## src/rtl/branch_reservation_station.sv

```systemverilog
// branch_reservation_station: age-ordered branch reservation station with CDB wakeup,
// same-cycle dispatch bypass and oldest-ready-first issue.
module branch_reservation_station #(
    parameter int DEPTH = 4
) (
    input  logic        clk,
    input  logic        reset,
    input  logic        flush,
    input  logic        disp_valid,
    output logic        disp_ready,
    input  logic [3:0]  disp_opcode,
    input  logic [3:0]  disp_rob,
    input  logic        disp_t_rdy,
    input  logic        disp_a_rdy,
    input  logic [3:0]  disp_t_tag,
    input  logic [3:0]  disp_a_tag,
    input  logic [15:0] disp_t_val,
    input  logic [15:0] disp_a_val,
    input  logic        cdb_valid,
    input  logic [3:0]  cdb_tag,
    input  logic [15:0] cdb_value,
    output logic        issue_valid,
    output logic [3:0]  issue_opcode,
    output logic [3:0]  issue_rob,
    output logic [15:0] issue_vt,
    output logic [15:0] issue_va
);
    localparam int CW = $clog2(DEPTH + 1);

    typedef struct packed {
        logic        valid;
        logic [3:0]  opcode;
        logic [3:0]  rob;
        logic        t_rdy;
        logic [3:0]  t_tag;
        logic [15:0] t_val;
        logic        a_rdy;
        logic [3:0]  a_tag;
        logic [15:0] a_val;
    } entry_t;

    entry_t        ent_q [DEPTH];
    entry_t        ent_d [DEPTH];
    entry_t        woke  [DEPTH+1];
    entry_t        new_ent;
    entry_t        pick;
    logic [CW-1:0] count;
    logic [CW-1:0] sel;
    logic [CW-1:0] wr_idx;
    logic          found;
    logic          disp_fire;
    logic          issue_valid_q, issue_valid_d;
    logic [3:0]    issue_opcode_q, issue_opcode_d;
    logic [3:0]    issue_rob_q, issue_rob_d;
    logic [15:0]   issue_vt_q, issue_vt_d;
    logic [15:0]   issue_va_q, issue_va_d;

    assign disp_ready   = count < CW'(DEPTH);
    assign issue_valid  = issue_valid_q;
    assign issue_opcode = issue_opcode_q;
    assign issue_rob    = issue_rob_q;
    assign issue_vt     = issue_vt_q;
    assign issue_va     = issue_va_q;

    always_comb begin
        count = '0;
        found = 1'b0;
        sel   = '0;
        pick  = '0;
        // Descending scan so the last hit is the oldest ready entry.
        for (int i = DEPTH - 1; i >= 0; i--) begin
            count = count + CW'(ent_q[i].valid);
            if (ent_q[i].valid && ent_q[i].t_rdy && ent_q[i].a_rdy) begin
                found = 1'b1;
                sel   = CW'(i);
                pick  = ent_q[i];
            end
        end
        woke[DEPTH] = '0;
        for (int i = 0; i < DEPTH; i++) begin
            woke[i] = ent_q[i];
            if (cdb_valid && ent_q[i].valid && !ent_q[i].t_rdy && ent_q[i].t_tag == cdb_tag) begin
                woke[i].t_rdy = 1'b1;
                woke[i].t_val = cdb_value;
            end
            if (cdb_valid && ent_q[i].valid && !ent_q[i].a_rdy && ent_q[i].a_tag == cdb_tag) begin
                woke[i].a_rdy = 1'b1;
                woke[i].a_val = cdb_value;
            end
        end
        new_ent.valid  = 1'b1;
        new_ent.opcode = disp_opcode;
        new_ent.rob    = disp_rob;
        new_ent.t_tag  = disp_t_tag;
        new_ent.a_tag  = disp_a_tag;
        new_ent.t_rdy  = disp_t_rdy || (cdb_valid && disp_t_tag == cdb_tag);
        new_ent.a_rdy  = disp_a_rdy || (cdb_valid && disp_a_tag == cdb_tag);
        new_ent.t_val  = disp_t_rdy ? disp_t_val : cdb_value;
        new_ent.a_val  = disp_a_rdy ? disp_a_val : cdb_value;
        disp_fire = disp_valid && disp_ready && !flush;
        wr_idx    = count - CW'(found);
        for (int i = 0; i < DEPTH; i++) begin
            ent_d[i] = (found && CW'(i) >= sel) ? woke[i+1] : woke[i];
            if (flush)
                ent_d[i] = '0;
            else if (disp_fire && wr_idx == CW'(i))
                ent_d[i] = new_ent;
        end
        issue_valid_d  = found && !flush;
        issue_opcode_d = issue_valid_d ? pick.opcode : issue_opcode_q;
        issue_rob_d    = issue_valid_d ? pick.rob    : issue_rob_q;
        issue_vt_d     = issue_valid_d ? pick.t_val  : issue_vt_q;
        issue_va_d     = issue_valid_d ? pick.a_val  : issue_va_q;
    end

    always_ff @(posedge clk or posedge reset) begin
        if (reset) begin
            for (int i = 0; i < DEPTH; i++)
                ent_q[i] <= '0;
            issue_valid_q  <= 1'b0;
            issue_opcode_q <= '0;
            issue_rob_q    <= '0;
            issue_vt_q     <= '0;
            issue_va_q     <= '0;
        end else begin
            for (int i = 0; i < DEPTH; i++)
                ent_q[i] <= ent_d[i];
            issue_valid_q  <= issue_valid_d;
            issue_opcode_q <= issue_opcode_d;
            issue_rob_q    <= issue_rob_d;
            issue_vt_q     <= issue_vt_d;
            issue_va_q     <= issue_va_d;
        end
    end
endmodule

```

## config.mk

```make
export PLATFORM = sky130hd
export DESIGN_NAME = branch_reservation_station
export DESIGN_NICKNAME = d
export VERILOG_FILES = /design/src/rtl/branch_reservation_station.sv
export SDC_FILE = /design/constraint.sdc
export NUM_CORES = 1
export LEC_CHECK = 0
export BUFFER_PORTS_ARGS = -buffer_cell sky130_fd_sc_hd__buf_2
export CORE_ASPECT_RATIO = 0.9
export CORE_MARGIN = 2
export CORE_UTILIZATION = 65
export CTS_CLUSTER_DIAMETER = 40
export DETAILED_ROUTE_END_ITERATION = 6
export GPL_TIMING_DRIVEN = 1
export PLACE_DENSITY = 0.83
export SKIP_CTS_REPAIR_TIMING = 1
export SKIP_LAST_GASP = 1
export SYNTH_ARGS = -nofsm -noshare
export SYNTH_HDL_FRONTEND = slang
export SYNTH_SLANG_ARGS = --single-unit
```

## constraint.sdc

```tcl
create_clock -name clk -period 12 [get_ports clk]
set_clock_uncertainty 0.1 [all_clocks]
set_input_delay 1.2 -clock clk [delete_from_list [all_inputs] [get_ports clk]]
set_output_delay 1.2 -clock clk [all_outputs]
set_load 0.05 [all_outputs]
```

==> flow_metrics.tcl, run 1 <==
set metrics [dict create \
    grt_pass1_vias 12800 \
    whs_path_depth 2 \
    hpwl_mm 27.3 \
    avgSynthCellArea_um2 9.75 \
    finalPower_uw 2460 \
    die-height_um 142 \
    setup_ws_ns 7.58 \
    critical_path.max_fanout 35 \
    clkTransAtPathRegs_ns 0.06 \
    ys_ff_latch 245 \
    overflow 0 \
    grt_max_degree 94 \
    placed_area_mm2 0.0142 \
    final_layout_size_suffix_gt1_share_pct 17.1 \
    avgViaCountPerCell 7.40 \
    finalCritPeriodShare_pct 36.8 \
    crit_type "flop to flop" \
    r2r_start "ent_q[50]" \
    rsz0062_at_grt "false" \
    syn-cell-area_mm2 0.0137 \
    synth_area_leaders "dfrtp_1 45%, mux2i_1 8.2%, a221oi_1 5.6%, nand2_1 3.1%, clkbuf_1 3.0%" \
    timing.fmax_ghz 0.226 \
    clk_latency_ns 0.51 \
    antenna_found_initial 0 \
    setup_viol 0 \
    wl_mm 44.8 \
    root_buffer "clkbuf_16" \
    rows 50 \
    reg2reg_depth 14 \
    hold_violations 0 \
    min-delay-start "issue_va[15]" \
    rr_endpoint "ent_q[94]" \
    hp-class "flop to flop" \
    p_leak_uw 0.00680 \
    globalplace.congestion 0.991 \
    synth-seq-area-share_pct 44.7 \
    area_delta_synth_final_pct 12.7 \
    drc 0 \
    first_pass_iters 6 \
    fin_tns_setup_ns 0 \
    r2r_setup_slack_ns 7.58 \
    cts_buffer_depth 3 \
    vias 12900 \
    arrival_ns 4.73 \
    period_needed_ns 4.42 \
    netlist.area_leader.share_pct 44.7 \
    powerDensity_mw_per_mm2 159 \
    final_area_mm2 0.0154 \
    clock_sinks 245 \
    htreeDepth 2 \
    synth-edff-count 0 \
    grt_pass1_wl_mm 70.4 \
    portBuffers 116 \
    n_fill_cell 1464 \
    place_ws_ns 7.71 \
    synth.distinct_cells 54 \
    cts_buffers 34 \
    diodes 0 \
    drtIter0Drc 1769 \
    fp.coreArea_mm2 0.0208 \
    die_area_mm2 0.0223 \
    tritoncts "done" \
    ios 117 \
    status "finished, final reports clean" \
    slew_violations 0 \
    track_usage_pct 40.4 \
    synth.largest_area_cell "dfrtp_1" \
    relSlewSlack_pct 5.50 \
    crit_required_ns 12.31 \
    ys_warn_count 0 \
    syn-num-nets 1486 \
    tightest_slew_ns 1.41 \
    cp-end-kind "flop" \
    cap_violations 0 \
    ant_nets 0 \
    ir_worst_vdd_mv 0.119 \
    wl_per_cell_um 25.7 \
    synthCells 1406 \
    start_util_pct 66.0 \
    fin_nets 1512 \
    fp.dieW_um 157 \
    ys_async_sr_fraction_pct 100 \
    holdWs_ns 0.368 \
    synth-main-ff-cell "dfrtp_1" \
    min_to "issue_va[15]" \
    start_kind "flop" \
]
==> power by group <==
group          internal [uW]  total [uW]  switching (uW)
Clock                    701        1080             380
Combinational            132         404             272
Sequential               906         972            65.5
==> worst max-delay path: stages (launching register included) <==
cell and delay (ns):
dfrtp_1 0.41, inv_1 0.10, fa_1 0.54, inv_1 0.04, ha_1 0.26, inv_1 0.04
ha_1 0.18, ha_1 0.24, nor3_1 0.32, and3_2 0.58, buf_4 0.58, nand2b_1 0.18
buf_4 0.34, nor2_1 0.11, a211oi_1 0.25
==> how the worst max path moves through the flow <==
stage          startpoint         end  cells after the start
3_5_place_dp    ent_q[50]   ent_q[71]                     14
3_3_place_gp        flush  ent_q[126]                      6
5_1_grt         ent_q[50]   ent_q[94]                     14
2_1_floorplan       reset    ent_q[0]                      1
4_1_cts         ent_q[50]   ent_q[94]                     14
6_report        ent_q[50]   ent_q[94]                     14
==> kinds of logic (layout without fill, tap and decap cells) <==
group / after synthesis / count (layout) / share of synthesized area (%)
AOI/OAI and AO/OA: 478 / 478 / 26.7
adders and majority gates: 5 / 5 / 0.511
muxes: 112 / 112 / 8.18
buffers and inverters: 196 / 244 / 5.99
and+or+nand+nor: 330 / 330 / 11.3
DFF: 245 / 245 / 44.7
xor gates and xnor gates: 40 / 40 / 2.56
==> stage by stage <==
stage               utilization (%)  cells
finish                         74.4   1740
floorplan                         -   1406
global route                   74.4   1740
CTS                            74.4   1740
global placement               68.6   1682
detailed placement             68.6   1682
==> per-layer routing <==
metal,global-route usage (%),vias to the layer above,share of wire (%)
met4,20.3,0,4.8
met3,11.8,198,14
met5,0,-,0
met1,55.7,6277,38
li1,-,5400,-
met2,58.6,1009,43
==> synth_stat cells (all sizes together) (14+ instances only) <==
library cell and n:
dfrtp 245, nand2 114, mux2i 112, clkbuf 110
a221oi 102, nor3 67, nor2 59, a21oi 57
o22ai 57, buf 43, inv 43, o31ai 41
o21ai 40, a211oi 38, a21o 33, o221ai 32
nand3 28, xor2 26, a22o 18, o32ai 18
or2 18, nor2b 17, a311oi 16, o221a 14
xnor2 14
==> registers in the layout, indices dropped and copies added (netlist names) <==
name          cells
issue_vt         16
issue_rob         4
issue_valid       1
issue_opcode      4
issue_va         16
ent_q           204
==> cells in the final DEF, fill, tap and decap left out, types with 28 or more instances in the layout <==
cell,count
buf_4,28
nand2_1,112
inv_1,42
mux2i_1,112
a21o_1,33
a21oi_1,55
a221oi_1,88
dfrtp_1,245
clkbuf_16,35
nor2_1,56
buf_2,115
o21ai_0,39
o22ai_1,57
nor3_1,60
o31ai_1,41
o221ai_1,32
a211oi_1,38
==> final cells by class <==
class	count	area [um2]	share of cell area, %
clock buffer	41	928	6.01
multi-input combinational	965	6800	44.0
timing repair buffer	143	786	5.09
sequential	245	6130	39.7
tap	286	358	2.32
clock inverter	17	274	1.77
inverter	43	169	1.09
Note: power is estimated with default switching activity, not from simulation.
==> run 2: changes to the inputs <==
CORE_UTILIZATION = 55   (was 65)
PLACE_DENSITY = 0.74   (was 0.83)
clock period = 4 ns   (was 12 ns; I/O delays follow)
==> run 2 against run 1 <==
Compared with the run above: final cell count rose by 4.3%; critical path depth decreased by 1; core utilization down 9.6 points; power grew to 3.0 times the previous value; register-to-register slack got worse by 7.4 ns; hold slack got worse by 0.36 ns; die area increased by 18%; clock power increased to 3.1 times the previous value; sequential power grew to 3.0 times the previous value; combinational power grew to 3.1 times the previous value; critical endpoint is now ent_q[53]; clock-buffer cell count is 4 higher; via count fell by 1.3%.
==> flow_metrics.tcl, run 2 (synthesis results as in run 1) <==
set metrics [dict create \
    status "finished, final reports clean" \
    relSlewSlack_pct 24.6 \
    fin_util_pct 64.7 \
    root_buffer "clkbuf_16" \
    portBuffers 116 \
    hpwl_mm 28.4 \
    cpPeakStageDelay_ns 0.54 \
    start_kind "flop" \
    fin_nets 1533 \
    htreeDepth 2 \
    die_area_mm2 0.0262 \
    tritoncts "done" \
    path_buf_inv 5 \
    p_switching_uw 2190 \
    reg2reg_depth 13 \
    drc 0 \
    ant_nets 0 \
    final_common_cell "dfrtp_1" \
    vias 12700 \
    setup_viol 0 \
    finalCritPeriodShare_pct 94.2 \
    clkTransAtPathRegs_ns 0.06 \
    power_frac_comb_pct 16.6 \
    avgViaCountPerCell 7.01 \
    p_leak_uw 0.00696 \
    antenna_found_initial 1 \
    clk_latency_ns 0.51 \
    period_needed_ns 3.77 \
    fp.coreArea_mm2 0.0244 \
    grt_pass1_wl_mm 71.7 \
    final_layout_size_suffix_gt1_share_pct 18.5 \
    critical_path.max_fanout 55 \
    hp-class "primary input to asynchronous set/reset pin" \
    regMostFlops "ent_q" \
    fin_tns_setup_ns 0 \
    r2r_setup_slack_ns 0.23 \
    hold_violations 0 \
    p_int_uw 5290 \
    start_util_pct 56.2 \
    clock_sinks 245 \
    grt_max_degree 88 \
    cts_buffer_depth 3 \
    overflow 0 \
    first_pass_iters 6 \
    rsz0062_at_grt "false" \
    slew_violations 0 \
    wl_per_cell_um 25.1 \
    crit_type "flop to flop" \
    rows 54 \
    drtIter0Drc 1463 \
    p_seq_share_pct 38.9 \
    cap_violations 0 \
    grt_pass1_vias 12500 \
    powerDensity_mw_per_mm2 473 \
    rr_endpoint "ent_q[53]" \
    crit_chain "inv_1 -> fa_1 -> inv_1 -> ha_1 -> inv_1 -> ha_1 -> ha_1 -> nor3_1 -> and3_2 -> buf_12 -> nor2_2 -> buf_4 -> a221oi_1" \
    wl_mm 45.6 \
    cp_top_family "adder cells" \
    finalPower_uw 7480 \
    arrival_ns 4.05 \
    r2r_start "ent_q[50]" \
    crit_path_start "ent_q[50]" \
    tightest_slew_ns 1.13 \
    globalplace.congestion 0.940 \
    crit_required_ns 4.28 \
    clkPwrFrac_pct 44.5 \
    ir_worst_vdd_mv 0.340 \
    cpMaxStageDelayCell "fa_1" \
    largest_reg_flops 204 \
    layout.cells.most_common_list "245 x dfrtp_1, 115 x buf_2, 112 x mux2i_1, 112 x nand2_1, 88 x a221oi_1" \
    swShare_pct 29.3 \
    track_usage_pct 35.1 \
    ios 117 \
    placed_area_mm2 0.0145 \
    cts_buffers 36 \
    timing.fmax_ghz 0.265 \
    final_area_mm2 0.0158 \
    area_delta_synth_final_pct 15.2 \
    cp-end-kind "flop" \
    fp.dieW_um 170 \
    die-height_um 154 \
]
-- run 2: worst max path at each step --
stage | end | cells past startpoint
after CTS | ent_q[89] | 14
after detailed placement | ent_q[89] | 14
after global routing | ent_q[89] | 14
final | ent_q[53] | 13
after floorplan | ent_q[0] | 1
after global placement | ent_q[99] | 14
-- run 2: per-layer routing --
layer | track usage [%] | wire [um] | vias up
li1 | - | - | 5462
met1 | 49.3 | 18500 | 6240
met2 | 50.8 | 19800 | 859
met3 | 9.78 | 5240 | 157
met4 | 15.5 | 1990 | 0
met5 | 0 | 0 | -
-- run 2: power groups by stage --
stage | registers [uW] | clock network, uW | logic, uW
after floorplan | 2970 | 0 | 774
after global placement | 2930 | 0 | 1180
after detailed placement | 2940 | 0 | 1210
after CTS | 2900 | 3340 | 1220
after global routing | 2930 | 3460 | 1330
final | 2910 | 3330 | 1240
-- run 2: final cells by class --
class                           count  area, um2
Tap cell                          336        420
Multi-Input combinational cell    965       6790
Sequential cell                   245       6130
Inverter                           43        165
Clock buffer                       45       1030
Clock inverter                     18        236
Fill cell                        1944       8600
Timing Repair Buffer              162       1020
Antenna cell                        1       2.50
-- run 2: stage by stage --
stage	hold WS (ns)	instances	setup WS, ns
floorplan	0.356	1406	0.282
global placement	0.356	1751	0.505
detailed placement	0.361	1751	0.352
CTS	0.0356	1814	0.329
global route	0.0791	1815	0.0203
finish	0.00357	1815	0.232
==> run 3: changes to the inputs <==
==> constraint.sdc (replaced) <==
create_clock -name clk -period 4 [get_ports clk]
set_clock_uncertainty 0.1 [all_clocks]
set_input_delay 0.6 -clock clk [delete_from_list [all_inputs] [get_ports clk]]
set_output_delay 0.6 -clock clk [all_outputs]
set_load 0.05 [all_outputs]
==> run 3 against run 2 <==
Compared with the run above: maximum frequency rose by 2.2%; clock-buffer cell count is 3 lower; global-route usage fell by 0.11 points; power down 0.62%; sequential share of layout area up 0.14 points; combinational power hardly changed; flip-flop and latch count did not move.
==> flow_metrics.tcl, run 3 (synthesis results as in run 1) <==
set metrics [dict create \
    status "finished, final reports clean" \
    cap_violations 0 \
    root_buffer "clkbuf_16" \
    timing.fmax_ghz 0.271 \
    crit_chain "inv_1 -> fa_1 -> inv_1 -> ha_1 -> inv_1 -> ha_1 -> ha_1 -> nor3_1 -> and3_2 -> buf_4 -> nand2b_1 -> buf_4 -> nor2_1 -> a211oi_1" \
    antenna_found_initial 1 \
    drc 0 \
    hpwl_mm 28.6 \
    fp.dieW_um 170 \
    first_pass_iters 6 \
    largest_reg_flops 204 \
    die-height_um 154 \
    grt_pass1_vias 12600 \
    holdWs_ns 0.159 \
    start_util_pct 56.2 \
    hold_violations 0 \
    clk_latency_ns 0.53 \
    layout.cells.most_common_list "245 x dfrtp_1, 115 x buf_2, 112 x mux2i_1, 112 x nand2_1, 88 x a221oi_1" \
    clkTransAtPathRegs_ns 0.06 \
    arrival_ns 4.01 \
    powerDensity_mw_per_mm2 472 \
    area_delta_synth_final_pct 14.8 \
    finalPower_uw 7430 \
    finalCritPeriodShare_pct 92.2 \
    r2r_setup_slack_ns 0.31 \
    rows 54 \
    final_common_cell "dfrtp_1" \
    wl_mm 45.3 \
    final_layout_size_suffix_gt1_share_pct 18.5 \
    rsz0062_at_grt "false" \
    globalplace.congestion 0.954 \
    reg2reg_depth 14 \
    tightest_slew_ns 1.15 \
    critical_path.max_fanout 32 \
    cts_buffer_depth 3 \
    fin_nets 1532 \
    cp-end-kind "flop" \
    period_needed_ns 3.69 \
    tritoncts "done" \
    cts_buffers 36 \
    cp_top_family "adder cells" \
    drtIter0Drc 1625 \
    slew_violations 0 \
    setup_viol 0 \
    path_buf_inv 5 \
    rr_endpoint "ent_q[99]" \
    vias 12600 \
    ir_worst_vdd_mv 0.303 \
    ios 117 \
    grt_max_degree 90 \
    avgViaCountPerCell 6.96 \
    p_leak_uw 0.00691 \
    crit_required_ns 4.33 \
    cpMaxStageDelayCell "fa_1" \
    fp.coreArea_mm2 0.0244 \
    r2r_start "ent_q[101]" \
    wl_per_cell_um 24.9 \
    n_fill_cell 1946 \
    grt_pass1_wl_mm 72.2 \
    regMostFlops "ent_q" \
    portBuffers 116 \
    crit_type "flop to flop" \
    clock_sinks 245 \
    hp-class "primary input to asynchronous set/reset pin" \
    die_area_mm2 0.0262 \
    overflow 0 \
    relSlewSlack_pct 22.9 \
    ant_nets 0 \
    cpPeakStageDelay_ns 0.50 \
    track_usage_pct 35.0 \
    start_kind "flop" \
    htreeDepth 2 \
    fin_tns_setup_ns 0 \
]
## run 3: area by class of cell
cell class                 instances  area, um2  share of cell area, %
clock buffer                      42        975                   6.19
inverter                          43        165                   1.05
sequential                       245       6130                   39.0
clock inverter                    24        275                   1.75
multi-input combinational        965       6790                   43.2
tap                              336        420                   2.67
antenna                            1       2.50                 0.0159
timing repair buffer             161        971                   6.17
## run 3: worst reg2reg max path: stages (launching register included)
cell	delay, ns
dfrtp_1	0.40
inv_1	0.09
fa_1	0.50
inv_1	0.04
ha_1	0.26
inv_1	0.04
ha_1	0.19
ha_1	0.24
nor3_1	0.28
and3_2	0.30
buf_4	0.30
nand2b_1	0.15
buf_4	0.32
nor2_1	0.11
a211oi_1	0.26
## run 3: layer usage
metal	up-vias	global-route usage, %	wire length, um
met4	0	13.6	1630
met2	856	51.5	19800
met5	-	0	0
li1	5449	-	-
met3	136	8.80	5310
met1	6197	49.8	18600
## run 3: power by group
| part | internal, uW | leakage (uW) | total (uW) | switching (uW) |
|---|---|---|---|---|
| combinational | 419 | 0.00294 | 1230 | 812 |
| clock | 2030 | 0.000598 | 3290 | 1250 |
| sequential | 2720 | 0.00337 | 2910 | 193 |
| total | 5170 | 0.00691 | 7430 | 2260 |
## run 3: how the worst max path moves through the flow
stage	depth (start not counted)	slack (ns)	endpoint	start
floorplan	1	0.08	ent_q[0]	reset
global placement	12	0.49	ent_q[75]	ent_q[50]
detailed placement	14	0.41	ent_q[93]	ent_q[50]
CTS	14	0.35	ent_q[99]	ent_q[50]
global route	14	0.05	ent_q[93]	ent_q[101]
finish	14	0.31	ent_q[99]	ent_q[101]
## run 3: stage by stage
stage	instance area, um2	util [%]	cells	setup slack (ns)
2_1_floorplan	13700	-	1406	0.0822
3_3_place_gp	14500	59.4	1750	0.493
3_5_place_dp	14500	59.4	1750	0.411
4_1_cts	15700	64.5	1816	0.345
5_1_grt	15700	64.5	1817	0.0549
6_report	15700	64.5	1817	0.312
